### src/rtl/ibex_pkg.sv
// Shared types for the register-file write-port arbiter slice.
package ibex_pkg;

  localparam int unsigned RfAddrWidth = 5;
  localparam int unsigned RfDataWidth = 32;

  typedef logic [RfAddrWidth-1:0] rf_addr_t;

  typedef struct packed {
    logic                   we;
    rf_addr_t               addr;
    logic [RfDataWidth-1:0] data;
  } rf_wreq_t;

endpackage

### src/rtl/ibex_rf_scoreboard.sv
// Pending-destination scoreboard for long-latency writes, with RAW/WAW lookups for the ID stage.
module ibex_rf_scoreboard
  import ibex_pkg::*;
#(
  parameter bit RV32E = 1'b0
) (
  input  logic     clk_i,
  input  logic     rst_ni,
  input  logic     set_i,
  input  rf_addr_t set_addr_i,
  input  logic     clr_i,
  input  rf_addr_t clr_addr_i,
  input  logic     flush_i,
  input  rf_addr_t raddr_a_i,
  input  rf_addr_t raddr_b_i,
  input  rf_addr_t raddr_rd_i,
  output logic     hazard_a_o,
  output logic     hazard_b_o,
  output logic     hazard_rd_o,
  output logic     err_o
);

  localparam int unsigned IdxW     = RV32E ? 4 : 5;
  localparam int unsigned NumWords = 1 << IdxW;

  logic [NumWords-1:0] sb_q, sb_d;
  logic [IdxW-1:0]     set_idx, clr_idx, a_idx, b_idx, rd_idx;

  assign set_idx = set_addr_i[IdxW-1:0];
  assign clr_idx = clr_addr_i[IdxW-1:0];
  assign a_idx   = raddr_a_i[IdxW-1:0];
  assign b_idx   = raddr_b_i[IdxW-1:0];
  assign rd_idx  = raddr_rd_i[IdxW-1:0];

  // Set is applied after clear so that a same-address collision leaves the bit set.
  always_comb begin
    sb_d = sb_q;
    if (clr_i) begin
      sb_d[clr_idx] = 1'b0;
    end
    if (set_i) begin
      sb_d[set_idx] = 1'b1;
    end
    sb_d[0] = 1'b0;
    if (flush_i) begin
      sb_d = '0;
    end
  end

  always_ff @(posedge clk_i or negedge rst_ni) begin
    if (!rst_ni) begin
      sb_q <= '0;
    end else begin
      sb_q <= sb_d;
    end
  end

  assign hazard_a_o  = sb_q[a_idx];
  assign hazard_b_o  = sb_q[b_idx];
  assign hazard_rd_o = sb_q[rd_idx];
  assign err_o       = set_i & (set_idx != '0) & sb_q[set_idx];

endmodule

### src/rtl/ibex_rf_wport_arbiter.sv
// Shares the RF write port between writeback (primary) and a long-latency unit (secondary),
// holding one deferred secondary write and tracking pending destinations.
module ibex_rf_wport_arbiter
  import ibex_pkg::*;
#(
  parameter bit          RV32E       = 1'b0,
  parameter int unsigned DataWidth   = RfDataWidth,
  parameter int unsigned StarveLimit = 4
) (
  input  logic                 clk_i,
  input  logic                 rst_ni,
  input  logic                 pri_we_i,
  input  rf_addr_t             pri_waddr_i,
  input  logic [DataWidth-1:0] pri_wdata_i,
  input  logic                 sec_valid_i,
  output logic                 sec_ready_o,
  input  rf_addr_t             sec_waddr_i,
  input  logic [DataWidth-1:0] sec_wdata_i,
  input  logic                 sb_set_i,
  input  rf_addr_t             sb_set_addr_i,
  input  logic                 flush_i,
  input  rf_addr_t             raddr_a_i,
  input  rf_addr_t             raddr_b_i,
  input  rf_addr_t             raddr_rd_i,
  output logic                 hazard_a_o,
  output logic                 hazard_b_o,
  output logic                 hazard_rd_o,
  output logic                 rf_we_o,
  output rf_addr_t             rf_waddr_o,
  output logic [DataWidth-1:0] rf_wdata_o,
  output logic                 starve_o,
  output logic                 err_o
);

  localparam int unsigned     CntW   = $clog2(StarveLimit + 1);
  localparam logic [CntW-1:0] CntMax = CntW'(StarveLimit);

  rf_wreq_t        buf_q, buf_d;
  logic [CntW-1:0] cnt_q, cnt_d;
  logic            sec_hs, sec_nz, waw_kill;
  logic            clr;
  rf_addr_t        clr_addr;

  // Ready depends only on state, except that a flush cycle refuses new work.
  assign sec_ready_o = ~buf_q.we & ~flush_i;
  assign sec_hs      = sec_valid_i & sec_ready_o;
  assign sec_nz      = (sec_waddr_i != '0);
  assign waw_kill    = pri_we_i & buf_q.we & (pri_waddr_i == buf_q.addr);

  always_comb begin
    rf_we_o    = 1'b0;
    rf_waddr_o = pri_waddr_i;
    rf_wdata_o = pri_wdata_i;
    buf_d      = buf_q;
    clr        = 1'b0;
    clr_addr   = buf_q.addr;

    if (pri_we_i) begin
      rf_we_o = 1'b1;
      if (waw_kill) begin
        buf_d.we = 1'b0;
        clr      = 1'b1;
      end
      if (sec_hs && sec_nz) begin
        buf_d.we   = 1'b1;
        buf_d.addr = sec_waddr_i;
        buf_d.data = sec_wdata_i;
      end
    end else if (buf_q.we && !flush_i) begin
      rf_we_o    = 1'b1;
      rf_waddr_o = buf_q.addr;
      rf_wdata_o = buf_q.data;
      buf_d.we   = 1'b0;
      clr        = 1'b1;
    end else if (sec_hs && sec_nz) begin
      rf_we_o    = 1'b1;
      rf_waddr_o = sec_waddr_i;
      rf_wdata_o = sec_wdata_i;
      clr        = 1'b1;
      clr_addr   = sec_waddr_i;
    end

    if (flush_i) begin
      buf_d.we = 1'b0;
    end
  end

  always_comb begin
    cnt_d = cnt_q;
    if (!buf_d.we) begin
      cnt_d = '0;
    end else if (buf_q.we && pri_we_i && (cnt_q != CntMax)) begin
      cnt_d = cnt_q + 1'b1;
    end
  end

  always_ff @(posedge clk_i or negedge rst_ni) begin
    if (!rst_ni) begin
      buf_q <= '0;
      cnt_q <= '0;
    end else begin
      buf_q <= buf_d;
      cnt_q <= cnt_d;
    end
  end

  assign starve_o = (cnt_q == CntMax);

  ibex_rf_scoreboard #(
    .RV32E (RV32E)
  ) u_scoreboard (
    .clk_i       (clk_i),
    .rst_ni      (rst_ni),
    .set_i       (sb_set_i),
    .set_addr_i  (sb_set_addr_i),
    .clr_i       (clr),
    .clr_addr_i  (clr_addr),
    .flush_i     (flush_i),
    .raddr_a_i   (raddr_a_i),
    .raddr_b_i   (raddr_b_i),
    .raddr_rd_i  (raddr_rd_i),
    .hazard_a_o  (hazard_a_o),
    .hazard_b_o  (hazard_b_o),
    .hazard_rd_o (hazard_rd_o),
    .err_o       (err_o)
  );

endmodule
### config.mk
export PLATFORM = sky130hd
export DESIGN_NAME = ibex_rf_wport_arbiter
export DESIGN_NICKNAME = d
export VERILOG_FILES = /design/src/rtl/ibex_pkg.sv /design/src/rtl/ibex_rf_scoreboard.sv /design/src/rtl/ibex_rf_wport_arbiter.sv
export SDC_FILE = /design/constraint.sdc
export NUM_CORES = 1
export LEC_CHECK = 0
export CAP_MARGIN = 20
export CORE_MARGIN = 3
export CORE_UTILIZATION = 53
export CTS_CLUSTER_DIAMETER = 80
export DETAILED_ROUTE_END_ITERATION = 8
export MAX_ROUTING_LAYER = met4
export PLACE_DENSITY = 0.9
export SYNTH_ARGS = -nofsm -noshare
export SYNTH_HDL_FRONTEND = slang
export SYNTH_SLANG_ARGS = --single-unit
### constraint.sdc
create_clock -name clk_i -period 6.65 [get_ports clk_i]
set_input_delay 1.33 -clock clk_i [delete_from_list [all_inputs] [get_ports clk_i]]
set_output_delay 1.33 -clock clk_i [all_outputs]
set_load 0.01 [all_outputs]
==> run_results.csv, run 1 <==
group,metric,value,unit
timing,fmax,0.1834,GHz
cells_and_area,layout.nets,771,
cells_and_area,drive_above_1_share,15.88,%
timing,worst_pin_slew,0.9409,ns
hold_path,hold_path_class,"reg2reg",
floorplanning,pin_count,144,
floorplanning,core-area,9819,µm²
synth,synth.distinct_cells,57,
clocking,cts_max_path_buffers,2,
placement,gp_congestion,0.9338,
power,power,0.001284,W
cells_and_area,area_growth,31.26,%
synth,synthesis.area,5363,µm²
synth,synthArstFlopShare,100.0,%
floorplanning,die_h,106.6,µm
drt,wl_per_cell,20.12,µm
clocking,clkSinkCount,72,
global_route,overflow,0,
clocking,cts_tree,"yes",
floorplanning,fp-row-count,36,
timing,tns,0,ns
critical_path,arrival,4.12,ns
clocking,post-cts-setup-buffers,0,
critical_path,cp.required,5.32,ns
power,p_switching,0.0003856,W
drt,viasPerCell,6.467,
cells_and_area,final_cell_area,7039,µm²
timing,finalSetupViolCount,0,
synth,synth_seq_cells,72,
clocking,h-tree-depth,3,
run,cap_violations,0,
synth,syn_inst,556,
power,power_density,182.4,nW/µm²
drt,drc,0,
outcome,run_status,"finished clean",
timing,period_needed,5.453,ns
synth,yosysSeqAreaShare,33.60,%
placement,dp_hpwl,11930,µm
global_route,grt_pass1_vias,5249,
drt,drtIter0Drc,598,
global_route,track_usage,29.64,%
power,clockPowerShare,30.8,%
synth,synth_edf_count,0,
timing,finalCritPeriodShare,82.01,%
placement,place_area,6795,µm²
critical_path,path_max_fanout,32,
synth,ys.flop_type,"dfrtp_1",
clocking,clock_latency,0.35,ns
drt,first_pass_iters,5,
clocking,cts-hold-fix-buffers,0,
floorplanning,die_area,11360,µm²
timing,finClkSkew,0.01133,ns
timing,hold_viol,0,
synth,syn-num-nets,658,
clocking,clk_pin_slew,0.08,ns
global_route,grt_pass1_wl,26250,µm
critical_path,critPathLaunchType,"input port",
floorplanning,initial_utilization,54.61,%
timing,rsz0062_at_grt,"no",
clocking,cts_resized,0,
clocking,cts_buffers,9,
drt,ant_nets,0,
global_route,grt_antenna_before_repair,0,
timing,relSlewSlack,37.09,%
critical_path,critical_path_class,"in2out",
timing,slew_viol_final,0,
power,pwr-share-comb,27.8,%
power,p_leak,2.641,nW
synth,avgSynthCellArea,9.645,µm²
global_route,grt_max_degree,73,
timing,hold_slack,0.5008,ns
drt,vias,5219,
power,p_int,0.0008983,W
drt,drt_wl_total,16240,µm
power,seqPwrFrac,41.4,%
floorplanning,chipWidth,106.6,µm
cells_and_area,postLayoutCoreUtil,71.69,%
placement,io_buffers,143,
synth,ys_warn_count,0,
cells_and_area,diodes,0,
clocking,root_buffer,"clkbuf_8",
power,switching_share,30.03,%
critical_path,endpoint_kind,"output port",
power,irDropWorstVdd,0.0001300,V
-- synthesized netlist by cell type (3+ instances only) --
cell type | n | area (µm²)
a21oi_1 | 24 | 120.1
a222oi_1 | 6 | 60.06
a311oi_1 | 31 | 271.5
a31oi_1 | 6 | 37.54
and2_1 | 3 | 18.77
buf_2 | 17 | 85.08
clkbuf_1 | 28 | 105.1
dfrtp_1 | 72 | 1802
inv_1 | 12 | 45.04
mux2_1 | 11 | 123.9
mux2_2 | 31 | 349.1
mux2i_1 | 5 | 50.05
mux4_2 | 34 | 765.7
nand2_1 | 15 | 56.30
nand3_1 | 8 | 40.04
nand3b_1 | 8 | 60.06
nand4_1 | 3 | 18.77
nor2_1 | 133 | 499.2
nor2b_1 | 3 | 18.77
nor3_1 | 5 | 25.02
nor4_1 | 10 | 62.56
o22ai_1 | 34 | 212.7
or3_1 | 4 | 25.02
or3b_2 | 4 | 35.03
xnor2_1 | 6 | 52.55
-- placed cells by master (no fill, tap or decap), types with 5 or more instances in the layout --
| cell type | count |
|---|---|
| clkdlybuf4s50_1 | 142 |
| nor2_1 | 133 |
| dfrtp_1 | 72 |
| o22ai_1 | 34 |
| mux4_2 | 34 |
| a311oi_1 | 31 |
| mux2_2 | 31 |
| a21oi_1 | 24 |
| nand2_1 | 15 |
| inv_1 | 12 |
| mux2_1 | 11 |
| nor4_1 | 10 |
| clkbuf_8 | 10 |
| nand3_1 | 8 |
| nand3b_1 | 8 |
| a222oi_1 | 6 |
| xnor2_1 | 6 |
| a31oi_1 | 6 |
| nor3_1 | 5 |
| mux2i_1 | 5 |
| buf_4 | 5 |
-- critical path: stages --
cell and delay (ns):
clkdlybuf4s50_1 0.84, or3_1 0.34, o221a_2 0.68, o22ai_1 0.18, nor2_1 0.18, clkdlybuf4s50_1 0.57
-- power groups by stage --
stage | Clock, W | Combinational [W] | Sequential (W)
4_1_cts | 0.000398 | 0.000355 | 0.000531
5_1_grt | 0.000416 | 0.000384 | 0.000539
2_1_floorplan | 0 | 0.000210 | 0.000518
3_5_place_dp | 0 | 0.000352 | 0.000540
6_report | 0.000395 | 0.000357 | 0.000532
3_3_place_gp | 0 | 0.000339 | 0.000535
-- metrics by stage --
step           worst slack [ns]  std cells
2_1_floorplan             2.514        556
3_3_place_gp              1.287        789
3_5_place_dp              1.216        790
4_1_cts                   1.192        806
5_1_grt                   1.072        807
6_report                  1.197        807
-- cells by family after synthesis --
group	Yosys count	share of synthesized area [%]
simple gates	209	18.18
compound gates	126	17.87
mux	81	24.03
flops	72	33.60
buf+inv	60	4.876
xor+xnor	6	0.9799
fa+ha+maj	2	0.4666
-- layer usage --
layer,wire length [µm],GRT usage [%],up-vias
met5,0,-,-
met2,8390,50.18,320
met1,6202,37.17,2519
li1,-,-,2351
met3,1359,4.816,29
met4,287,8.311,0
-- path summary, 6_finish.rpt --
| path | depth (start not counted) | start | end | slack [ns] |
|---|---|---|---|---|
| min | 1 | buf_q[22]$_DFFE_PN0P_ | buf_q[22]$_DFFE_PN0P_ | 0.50 |
| min reg2reg | 1 | buf_q[22]$_DFFE_PN0P_ | buf_q[22]$_DFFE_PN0P_ | 0.50 |
| max | 6 | sec_waddr_i[4] | rf_wdata_o[9] | 1.20 |
| max reg2reg | 4 | buf_q[37]$_DFF_PN0_ | buf_q[4]$_DFFE_PN0P_ | 4.09 |
| min in group asynchronous | 2 | rst_ni | u_scoreboard.sb_q[27]$_DFF_PN0_ | 1.19 |
| max in group asynchronous | 2 | rst_ni | u_scoreboard.sb_q[4]$_DFF_PN0_ | 4.88 |
-- layout make-up --
cell class	instances	area (µm²)
Fill cell	733	2780
Multi-Input combinational cell	424	3303
Inverter	12	45.04
Sequential cell	72	1802
Tap cell	133	166.4
Timing Repair Buffer	150	1494
Clock inverter	6	91.34
Clock buffer	10	137.6
-- sequential cells by signal, indices dropped and copies added, names as in the netlist --
| signal | flops |
|---|---|
| buf_q | 38 |
| u_scoreboard.sb_q | 31 |
| cnt_q | 3 |
(Power assumes the default switching activity.)
==> run 2: changes to the inputs <==
--- a/config.mk
+++ b/config.mk
@@ -7,11 +7,11 @@
 export LEC_CHECK = 0
 export CAP_MARGIN = 20
 export CORE_MARGIN = 3
-export CORE_UTILIZATION = 53
+export CORE_UTILIZATION = 45
 export CTS_CLUSTER_DIAMETER = 80
 export DETAILED_ROUTE_END_ITERATION = 8
 export MAX_ROUTING_LAYER = met4
-export PLACE_DENSITY = 0.9
+export PLACE_DENSITY = 0.82
 export SYNTH_ARGS = -nofsm -noshare
 export SYNTH_HDL_FRONTEND = slang
 export SYNTH_SLANG_ARGS = --single-unit
==> constraint.sdc (replaced) <==
create_clock -name clk_i -period 4.6 [get_ports clk_i]
set_input_delay 0.92 -clock clk_i [delete_from_list [all_inputs] [get_ports clk_i]]
set_output_delay 0.92 -clock clk_i [all_outputs]
set_load 0.01 [all_outputs]
==> run_results.csv, run 2 (synthesis gave the netlist of run 1 again) <==
group,metric,value,unit
power,power,0.002034,W
global_route,track_usage,27.28,%
hold_path,min_path_cells,1,
drt,ant_nets,0,
floorplanning,chipWidth,115.2,µm
timing,finClkSkew,0.008207,ns
global_route,grt_antenna_before_repair,0,
cells_and_area,instances_no_fill,828,
clocking,cts_max_path_buffers,2,
floorplanning,die_h,115.2,µm
critical_path,r2r_setup_slack,2.13,ns
critical_path,endpoint_kind,"output port",
placement,place_inst,812,
clocking,cts_tree,"yes",
clocking,cts-hold-fix-buffers,0,
timing,period_needed,4.419,ns
clocking,clkSinkCount,72,
critical_path,path_max_fanout,9,
hold_path,hold_path_class,"reg2reg",
cells_and_area,largest_reg_flops,38,
placement,gp_congestion,0.9883,
global_route,grt_pass1_vias,5494,
clocking,cts_resized,0,
drt,wl_per_cell,20.55,µm
timing,worst_pin_slew,0.7746,ns
cells_and_area,postLayoutCoreUtil,62.69,%
placement,io_buffers,143,
drt,drtIter0Drc,480,
placement,place_area,6898,µm²
cells_and_area,final_cell_area,7219,µm²
timing,rsz0062_at_grt,"no",
timing,relSlewSlack,48.36,%
drt,viasPerCell,6.356,
timing,slew_viol_final,0,
cells_and_area,reg_top3,"buf_q: 38 flops, u_scoreboard.sb_q: 31 flops, cnt_q: 3 flops",
floorplanning,fp-row-count,39,
clocking,clock_latency,0.34,ns
critical_path,reg2reg_to,"u_scoreboard.sb_q[31]$_DFF_PN0_",
timing,finalCritPeriodShare,96.07,%
floorplanning,die_area,13260,µm²
critical_path,reg2reg_from,"buf_q[37]$_DFF_PN0_",
placement,dp_hpwl,12690,µm
cells_and_area,drive_above_1_share,17.23,%
floorplanning,pin_count,144,
drt,first_pass_iters,5,
outcome,run_status,"finished clean",
floorplanning,core-area,11520,µm²
drt,drc,0,
hold_path,min_to,"buf_q[29]$_DFFE_PN0P_",
critical_path,reg2regPathDepth,5,
hold_path,hp-start,"buf_q[29]$_DFFE_PN0P_",
run,cap_violations,0,
clocking,post-cts-setup-buffers,0,
drt,vias,5263,
clocking,clk_pin_slew,0.05,ns
critical_path,arrival,3.50,ns
cells_and_area,diodes,0,
global_route,grt_max_degree,39,
clocking,root_buffer,"clkbuf_16",
critical_path,cp.required,3.68,ns
global_route,overflow,0,
power,irDropWorstVdd,0.0001689,V
timing,finalSetupViolCount,0,
timing,fmax,0.2263,GHz
cells_and_area,top_register,"buf_q",
timing,hold_viol,0,
floorplanning,initial_utilization,46.57,%
cells_and_area,layout.nets,782,
cells_and_area,mostFrequentLayoutCells,"clkdlybuf4s50_1, nor2_1, dfrtp_1",
power,p_leak,2.734,nW
timing,tns,0,ns
critical_path,critPathLaunchType,"input port",
cells_and_area,area_growth,34.62,%
cells_and_area,layout_commonest_cell,"clkdlybuf4s50_1",
clocking,h-tree-depth,3,
clocking,cts_buffers,9,
critical_path,critical_path_class,"in2out",
global_route,grt_pass1_wl,27650,µm
power,power_density,281.8,nW/µm²
drt,drt_wl_total,17020,µm
## run 2: cell types whose count changed in the layout (fill, tap and decap cells not counted)
cell | previous run | this run
clkbuf_8 | 10 | 0
clkbuf_16 | 0 | 9
clkinv_2 | 1 | 2
clkinv_4 | 2 | 3
buf_4 | 5 | 17
inv_6 | 1 | 0
buf_8 | 2 | 1
## run 2: layout make-up
class,instances,area (µm²)
Fill cell,937,4297
Multi-Input combinational cell,424,3303
Timing Repair Buffer,161,1569
Sequential cell,72,1802
Clock buffer,9,225.2
Tap cell,143,178.9
Clock inverter,7,96.34
Inverter,12,45.04
## run 2: metal layers
| layer | part of all wire (%) | GRT usage, % | vias to the layer above |
|---|---|---|---|
| met4 | 3.8 | 13.22 | 0 |
| li1 | - | - | 2380 |
| met1 | 39 | 33.16 | 2500 |
| met3 | 8.8 | 5.684 | 62 |
| met5 | 0 | - | - |
| met2 | 49 | 43.33 | 321 |
## run 2: worst max-delay path by stage
stage | slack [ns] | from | cells past startpoint | end
after CTS | 0.15 | raddr_rd_i[0] | 5 | hazard_rd_o
after floorplan | 1.28 | raddr_a_i[0] | 4 | hazard_a_o
after detailed placement | 0.15 | raddr_rd_i[0] | 5 | hazard_rd_o
final | 0.18 | raddr_rd_i[0] | 5 | hazard_rd_o
after global routing | 0.08 | raddr_rd_i[0] | 5 | hazard_rd_o
after global placement | 0.24 | raddr_rd_i[0] | 5 | hazard_rd_o
## run 2: critical path, stage by stage
cell,delay (ns)
clkdlybuf4s50_1,0.78
mux4_2,0.58
mux4_2,0.47
mux2_2,0.27
clkdlybuf4s50_1,0.48
## run 2: metrics by stage
stage,setup slack [ns],hold slack [ns]
finish,0.1808,0.4904
floorplan,1.284,0.4649
detailed placement,0.1530,0.4823
global placement,0.2386,0.4768
CTS,0.1492,0.4944
global route,0.07746,0.5103
## run 2: power breakdown
group / internal [W] / switching (W) / leakage (nW)
sequential: 0.000707 / 0.0000652 / 0.925
clock: 0.000475 / 0.000270 / 0.159
combinational: 0.000276 / 0.000241 / 1.65
